[config.mk]
export PLATFORM = sky130hd
export DESIGN_NAME = sgnmpy_seq
export DESIGN_NICKNAME = d
export VERILOG_FILES = /design/src/rtl/sgnmpy_seq_pkg.sv /design/src/rtl/umpy_seq_core.sv /design/src/rtl/sgnmpy_seq.sv
export SDC_FILE = /design/constraint.sdc
export NUM_CORES = 1
export LEC_CHECK = 0
export ABC_AREA = 1
export BUFFER_PORTS_ARGS = -buffer_cell sky130_fd_sc_hd__buf_2
export CAP_MARGIN = 20
export CORE_MARGIN = 2
export CORE_UTILIZATION = 48
export CTS_BUF_LIST = sky130_fd_sc_hd__clkbuf_2
export CTS_CLUSTER_SIZE = 8
export DETAILED_ROUTE_END_ITERATION = 10
export GPL_TIMING_DRIVEN = 1
export PLACE_DENSITY = 0.65
export SLEW_MARGIN = 0
export SYNTH_ARGS = -nofsm -noshare
export SYNTH_HDL_FRONTEND = slang
export SYNTH_SLANG_ARGS = --single-unit
[constraint.sdc]
create_clock -name i_clk -period 10.03 [get_ports i_clk]
set_input_delay 2.006 -clock i_clk [delete_from_list [all_inputs] [get_ports i_clk]]
set_output_delay 2.006 -clock i_clk [all_outputs]
set_load 0.1 [all_outputs]
[src/rtl/sgnmpy_seq_pkg.sv]
// rtl/sgnmpy_seq_pkg.sv - shared types and helpers for the sequential sign/magnitude multiplier
//
// Purpose: decoded sign-mode view of the request and the iteration-count helper
//          used by both sgnmpy_seq and umpy_seq_core.
// Ports:   none (package).
package sgnmpy_seq_pkg;

  // Decoded view of the 2-bit sign-mode input: bit 1 -> A signed, bit 0 -> B signed.
  typedef struct packed {
    logic a_signed;
    logic b_signed;
  } sgn_mode_t;

  // Number of shift-add iterations for one product. A non-positive digit width
  // is rejected at elaboration; returning 1 keeps the arithmetic defined until then.
  function automatic int num_steps(input int nb, input int bpc);
    return (bpc < 1) ? 1 : nb / bpc;
  endfunction

endpackage

[src/rtl/umpy_seq_core.sv]
// rtl/umpy_seq_core.sv - unsigned radix-2^BPC shift-add multiplier iteration
//
// Purpose: multiplies two unsigned magnitudes, BPC bits of B per step.
// Ports:
//   i_clk    clock, rising edge
//   i_reset  asynchronous active-high reset, clears all state
//   i_load   load i_a/i_b, clear accumulator, load step counter
//   i_step   perform one shift-add iteration (ignored once the counter is 0)
//   i_a      multiplicand magnitude (NA bits)
//   i_b      multiplier magnitude (NB bits)
//   o_acc    running / final product (NA+NB bits)
//   o_last   high while the next step is the final one
module umpy_seq_core
  import sgnmpy_seq_pkg::*;
#(
  parameter int NA  = 32,
  parameter int NB  = 32,
  parameter int BPC = 4
) (
  input  logic             i_clk,
  input  logic             i_reset,
  input  logic             i_load,
  input  logic             i_step,
  input  logic [NA-1:0]    i_a,
  input  logic [NB-1:0]    i_b,
  output logic [NA+NB-1:0] o_acc,
  output logic             o_last
);

  localparam int STEPS = num_steps(NB, BPC);
  localparam int CW    = $clog2(STEPS + 1);
  localparam int PW    = NA + NB;

  logic [PW-1:0] a_sh;     // |A| pre-shifted to the weight of the current digit
  logic [PW-1:0] acc;
  logic [PW-1:0] partial;
  logic [NB-1:0] b_sh;     // remaining digits of |B|, low digit first
  logic [CW-1:0] cnt;

  // Each partial product is bounded by the final product, so it always fits in PW bits.
  assign partial = a_sh * PW'(b_sh[BPC-1:0]);

  always_ff @(posedge i_clk or posedge i_reset) begin
    if (i_reset) begin
      a_sh <= '0;
      acc  <= '0;
      b_sh <= '0;
      cnt  <= '0;
    end else if (i_load) begin
      a_sh <= PW'(i_a);
      acc  <= '0;
      b_sh <= i_b;
      cnt  <= CW'(STEPS);
    end else if (i_step && (cnt != '0)) begin
      acc  <= acc + partial;
      a_sh <= a_sh << BPC;
      b_sh <= b_sh >> BPC;
      cnt  <= cnt - CW'(1);
    end
  end

  assign o_acc  = acc;
  assign o_last = (cnt == CW'(1));

endmodule

[src/rtl/sgnmpy_seq.sv]
// rtl/sgnmpy_seq.sv - sequential multiplier with per-operand signed/unsigned mode
//
// Purpose: accepts one request at a time, converts operands to magnitudes,
//          runs the unsigned shift-add core, then applies the result sign.
// Ports:
//   i_clk    clock, rising edge
//   i_reset  asynchronous active-high reset
//   i_stb    request strobe, accepted when i_stb && !o_busy
//   i_sgn    [1] A signed, [0] B signed
//   i_a      operand A (NA bits)
//   i_b      operand B (NB bits)
//   i_aux    tag returned with the result
//   o_busy   high while a request is in progress
//   o_valid  one-cycle result pulse
//   o_p      product (NA+NB bits), held until the next result
//   o_aux    tag of the request that produced o_p
module sgnmpy_seq
  import sgnmpy_seq_pkg::*;
#(
  parameter int NA   = 32,
  parameter int NB   = 32,
  parameter int BPC  = 4,
  parameter int NAUX = 1
) (
  input  logic             i_clk,
  input  logic             i_reset,
  input  logic             i_stb,
  input  logic [1:0]       i_sgn,
  input  logic [NA-1:0]    i_a,
  input  logic [NB-1:0]    i_b,
  input  logic [NAUX-1:0]  i_aux,
  output logic             o_busy,
  output logic             o_valid,
  output logic [NA+NB-1:0] o_p,
  output logic [NAUX-1:0]  o_aux
);

  generate
    if (BPC < 1) begin : g_bad_bpc
      $error("sgnmpy_seq: BPC must be at least 1");
    end else if (NB % BPC != 0) begin : g_bad_nb
      $error("sgnmpy_seq: NB must be a multiple of BPC");
    end
  endgenerate

  typedef enum logic [1:0] {
    S_IDLE = 2'd0,
    S_RUN  = 2'd1,
    S_FIN  = 2'd2
  } state_t;

  state_t            state;
  sgn_mode_t         mode;
  logic              a_neg;
  logic              b_neg;
  logic              start;
  logic [NA-1:0]     a_mag;
  logic [NB-1:0]     b_mag;
  logic              sign_q;
  logic [NAUX-1:0]   aux_q;
  logic [NA+NB-1:0]  acc;
  logic              core_last;

  assign mode  = sgn_mode_t'(i_sgn);
  assign a_neg = mode.a_signed & i_a[NA-1];
  assign b_neg = mode.b_signed & i_b[NB-1];

  // Negation stays in the operand's own width: the most negative value maps to
  // 2^(N-1), which is still representable as an unsigned magnitude.
  assign a_mag = a_neg ? (~i_a + NA'(1)) : i_a;
  assign b_mag = b_neg ? (~i_b + NB'(1)) : i_b;

  assign start = (state == S_IDLE) && i_stb && !o_busy;

  umpy_seq_core #(
    .NA  (NA),
    .NB  (NB),
    .BPC (BPC)
  ) u_core (
    .i_clk   (i_clk),
    .i_reset (i_reset),
    .i_load  (start),
    .i_step  (state == S_RUN),
    .i_a     (a_mag),
    .i_b     (b_mag),
    .o_acc   (acc),
    .o_last  (core_last)
  );

  always_ff @(posedge i_clk or posedge i_reset) begin
    if (i_reset) begin
      state   <= S_IDLE;
      o_busy  <= 1'b0;
      o_valid <= 1'b0;
      o_p     <= '0;
      o_aux   <= '0;
      sign_q  <= 1'b0;
      aux_q   <= '0;
    end else begin
      o_valid <= 1'b0;
      case (state)
        S_IDLE: begin
          if (start) begin
            sign_q <= a_neg ^ b_neg;
            aux_q  <= i_aux;
            o_busy <= 1'b1;
            state  <= S_RUN;
          end
        end
        S_RUN: begin
          // core_last means this edge performs the final step
          if (core_last) begin
            state <= S_FIN;
          end
        end
        S_FIN: begin
          o_p     <= sign_q ? -acc : acc;
          o_aux   <= aux_q;
          o_valid <= 1'b1;
          o_busy  <= 1'b0;
          state   <= S_IDLE;
        end
        default: begin
          state <= S_IDLE;
        end
      endcase
    end
  end

endmodule

==> results.sh <==
export IMPL_status="complete, no violations"
export IMPL_clock_sinks=235
export IMPL_dp_cells=4703
export IMPL_cp_max_fo=64
export IMPL_regToRegStartpoint="u_core.b_sh[1]"
export IMPL_fp_row_count=83
export IMPL_fin_tns_setup_ps=0
export IMPL_grt_max_degree=111
export IMPL_synth_top_area_share=0.2343
export IMPL_hold_class="register to register"
export IMPL_dr_wl_met3_um=5145
export IMPL_cts_setup_buffers=0
export IMPL_coreArea_um2=51510
export IMPL_crit_path_start_kind="register"
export IMPL_die_area_um2=54140
export IMPL_yosys_area_share_adder=0.1810
export IMPL_rrSetupSlack_ps=5350
export IMPL_fin_ws_ps=5350
export IMPL_io_buffers=136
export IMPL_worstSkewPairLatency_ps=1020
export IMPL_worst_hold_slack_ps=475.6
export IMPL_synth_top_family_by_area="simple AND/OR/NAND/NOR gates"
export IMPL_max_cap_violations=0
export IMPL_mostFrequentLayoutCell="nand2_1"
export IMPL_num_vias=23900
export IMPL_antenna_found_initial=4
export IMPL_clk_path_buf_depth=3
export IMPL_routedLengthMet1_um=36220
export IMPL_ff_latch_area_um2=5887
export IMPL_fin_crit_sh=0.4666
export IMPL_synth_seq_cells=235
export IMPL_synth_xor_area_share=0.01500
export IMPL_first_global_vias=22410
export IMPL_dp_hpwl_um=60430
export IMPL_arrival_ps=5560
export IMPL_drt_initial_drc_count=1844
export IMPL_cts_tree="built"
export IMPL_synth_warnings=0
export IMPL_synth_largest_area_cell="dfrtp_1"
export IMPL_fillCellCount=5578
export IMPL_drive_gt1_frac=0.07391
export IMPL_setup_viol=0
export IMPL_layout_common_cells="nand2_1, inv_1, nor2_1"
export IMPL_first_pass_iters=6
export IMPL_syn_num_nets=4299
export IMPL_vias_per_cell=4.956
export IMPL_synthDistinctLibCells=43
export IMPL_fmax_mhz=213.7
export IMPL_clkSlewWorstSetupHoldPaths_ps=90
export IMPL_crit_path_end_kind="register"
export IMPL_numCtsBuffers=69
export IMPL_h_tree_depth=3
export IMPL_cts_hold_buf=0
export IMPL_relSlewSlack=0.2636
export IMPL_avgSynthCellArea_um2=6.315
export IMPL_finalWirelength_um=75830
export IMPL_dp_slack_ps=5347
export IMPL_synthSimpleGateAreaFrac=0.3209
export IMPL_syn_cell_area_um2=25100
export IMPL_r2r_cells=20
export IMPL_cp_startpoint="u_core.b_sh[1]"
export IMPL_post_route_drc_count=0
export IMPL_met2WireLength_um=32550
export IMPL_crit_type="register to register"
export IMPL_fin_skew_ps=131.0
export IMPL_finalHoldViolCount=0
export IMPL_worst_slew_pin_slew_ps=1105
export IMPL_netlist_instances=3975
export IMPL_finalNonFillerCells=4821
export IMPL_muxShareOfSynthArea=0
export IMPL_postCtsResizedCells=0
export IMPL_multiInputGateArea_um2=15100
export IMPL_crit_required_ps=10910
export IMPL_r2r_end="u_core.o_acc[62]"
export IMPL_synth_compound_area_frac=0.08449
export IMPL_syn_to_final_growth_pct=7.482
export IMPL_grtUsageTotal=0.2874
export IMPL_period_needed_ps=4680
export IMPL_die_h_um=232.7
export IMPL_clockRootBuffer="clkbuf_2"
export IMPL_cp_endpoint="u_core.o_acc[62]"
export IMPL_ant_nets=0
export IMPL_highest_layer="met5"
export IMPL_initial_core_util=0.4873
export IMPL_die_w_um=232.7
export IMPL_ios=137
export IMPL_grt_pass1_wl_um=121000
export IMPL_routedWlPerCell_um=15.73
export IMPL_grt_overflow=0
export IMPL_ys_seq_area_frac=0.2343
export IMPL_final_nets=4419
export IMPL_place_congestion=0.9705
export IMPL_slew_viol_final=0
export IMPL_rsz0062_at_grt="false"
export IMPL_synth_area_top_cells="dfrtp_1, nand2_1, inv_1, fa_1, nor2_1"
-- sequential cells by signal (all words and copies together) (netlist names), 2 cells and up --
signal / flops
o_p: 64
state: 2
u_core.a_sh: 64
u_core.b_sh: 32
u_core.cnt: 4
u_core.o_acc: 64
-- worst max-delay path, cell delays in order, from the launching register on --
cell     delay (ps)
dfrtp_2         350
buf_4           560
nand2_1         110
inv_1           100
fa_1            430
fa_1            560
inv_1            60
fa_1            490
inv_1            40
ha_1            410
nand2_1         160
nor2_1          200
inv_1            90
nor2_1          300
nand2_1         150
nor4_1          190
nand2_1         120
nand2_1          80
nand2_1          40
nand3_1          70
nand2_1          60
-- synthesized netlist by cell type, drive strengths merged --
| cell | n |
|---|---|
| o21ai | 130 |
| nor2 | 316 |
| and3 | 3 |
| a22oi | 24 |
| fa | 182 |
| xnor2 | 4 |
| nand2 | 1374 |
| ha | 72 |
| a21boi | 2 |
| o31ai | 6 |
| o221ai | 17 |
| nor4 | 1 |
| a21oi | 96 |
| inv | 985 |
| o21bai | 8 |
| and2 | 1 |
| o32ai | 1 |
| nand4 | 17 |
| o211ai | 13 |
| xor2 | 39 |
| buf | 32 |
| nand3b | 14 |
| nand3 | 213 |
| or2 | 3 |
| clkbuf | 70 |
| dfrtp | 235 |
| a31oi | 21 |
| o22ai | 46 |
| clkinv | 2 |
| nor3 | 48 |
-- routing by layer --
layer  global-route usage  vias up
met5                    0        -
met4              0.08718        4
met1               0.4207    10970
met2               0.4375      685
met3              0.04301      108
li1                     -    12120
-- cell type report --
type                            count  area share
Clock buffer                       99     0.01837
Tap cell                          680     0.03154
Antenna cell                        1  0.00009276
Multi-Input combinational cell   2651      0.5599
Sequential cell                   235      0.2182
Inverter                          987      0.1376
Clock inverter                     17    0.004452
Timing Repair Buffer              151     0.02987
-- worst min-delay path by stage --
stage	startpoint	to	cells past startpoint	slack, ps
after detailed placement	o_p[55]	o_p[55]	2	460
after CTS	o_p[50]	o_p[50]	2	480
final	o_p[50]	o_p[50]	2	480
after global routing	o_p[63]	o_p[63]	2	500
after global placement	o_p[39]	o_p[39]	2	460
after floorplan	u_core.b_sh[30]	u_core.b_sh[30]	2	450
-- cells by family after synthesis --
group / Yosys count
flops: 235
buf+inv: 1089
simple gates: 1990
compound gates: 364
xor+xnor: 43
fa+ha+maj: 254
-- stage by stage --
step,instance area [um2],util
after global placement,26340,0.5114
after CTS,26960,0.5233
after detailed placement,26340,0.5114
after floorplan,25100,-
final,26980,0.5238
after global routing,26980,0.5238
Power is not shown: default switching activity piles up to over one toggle a cycle in this logic, so the estimate is an artifact.
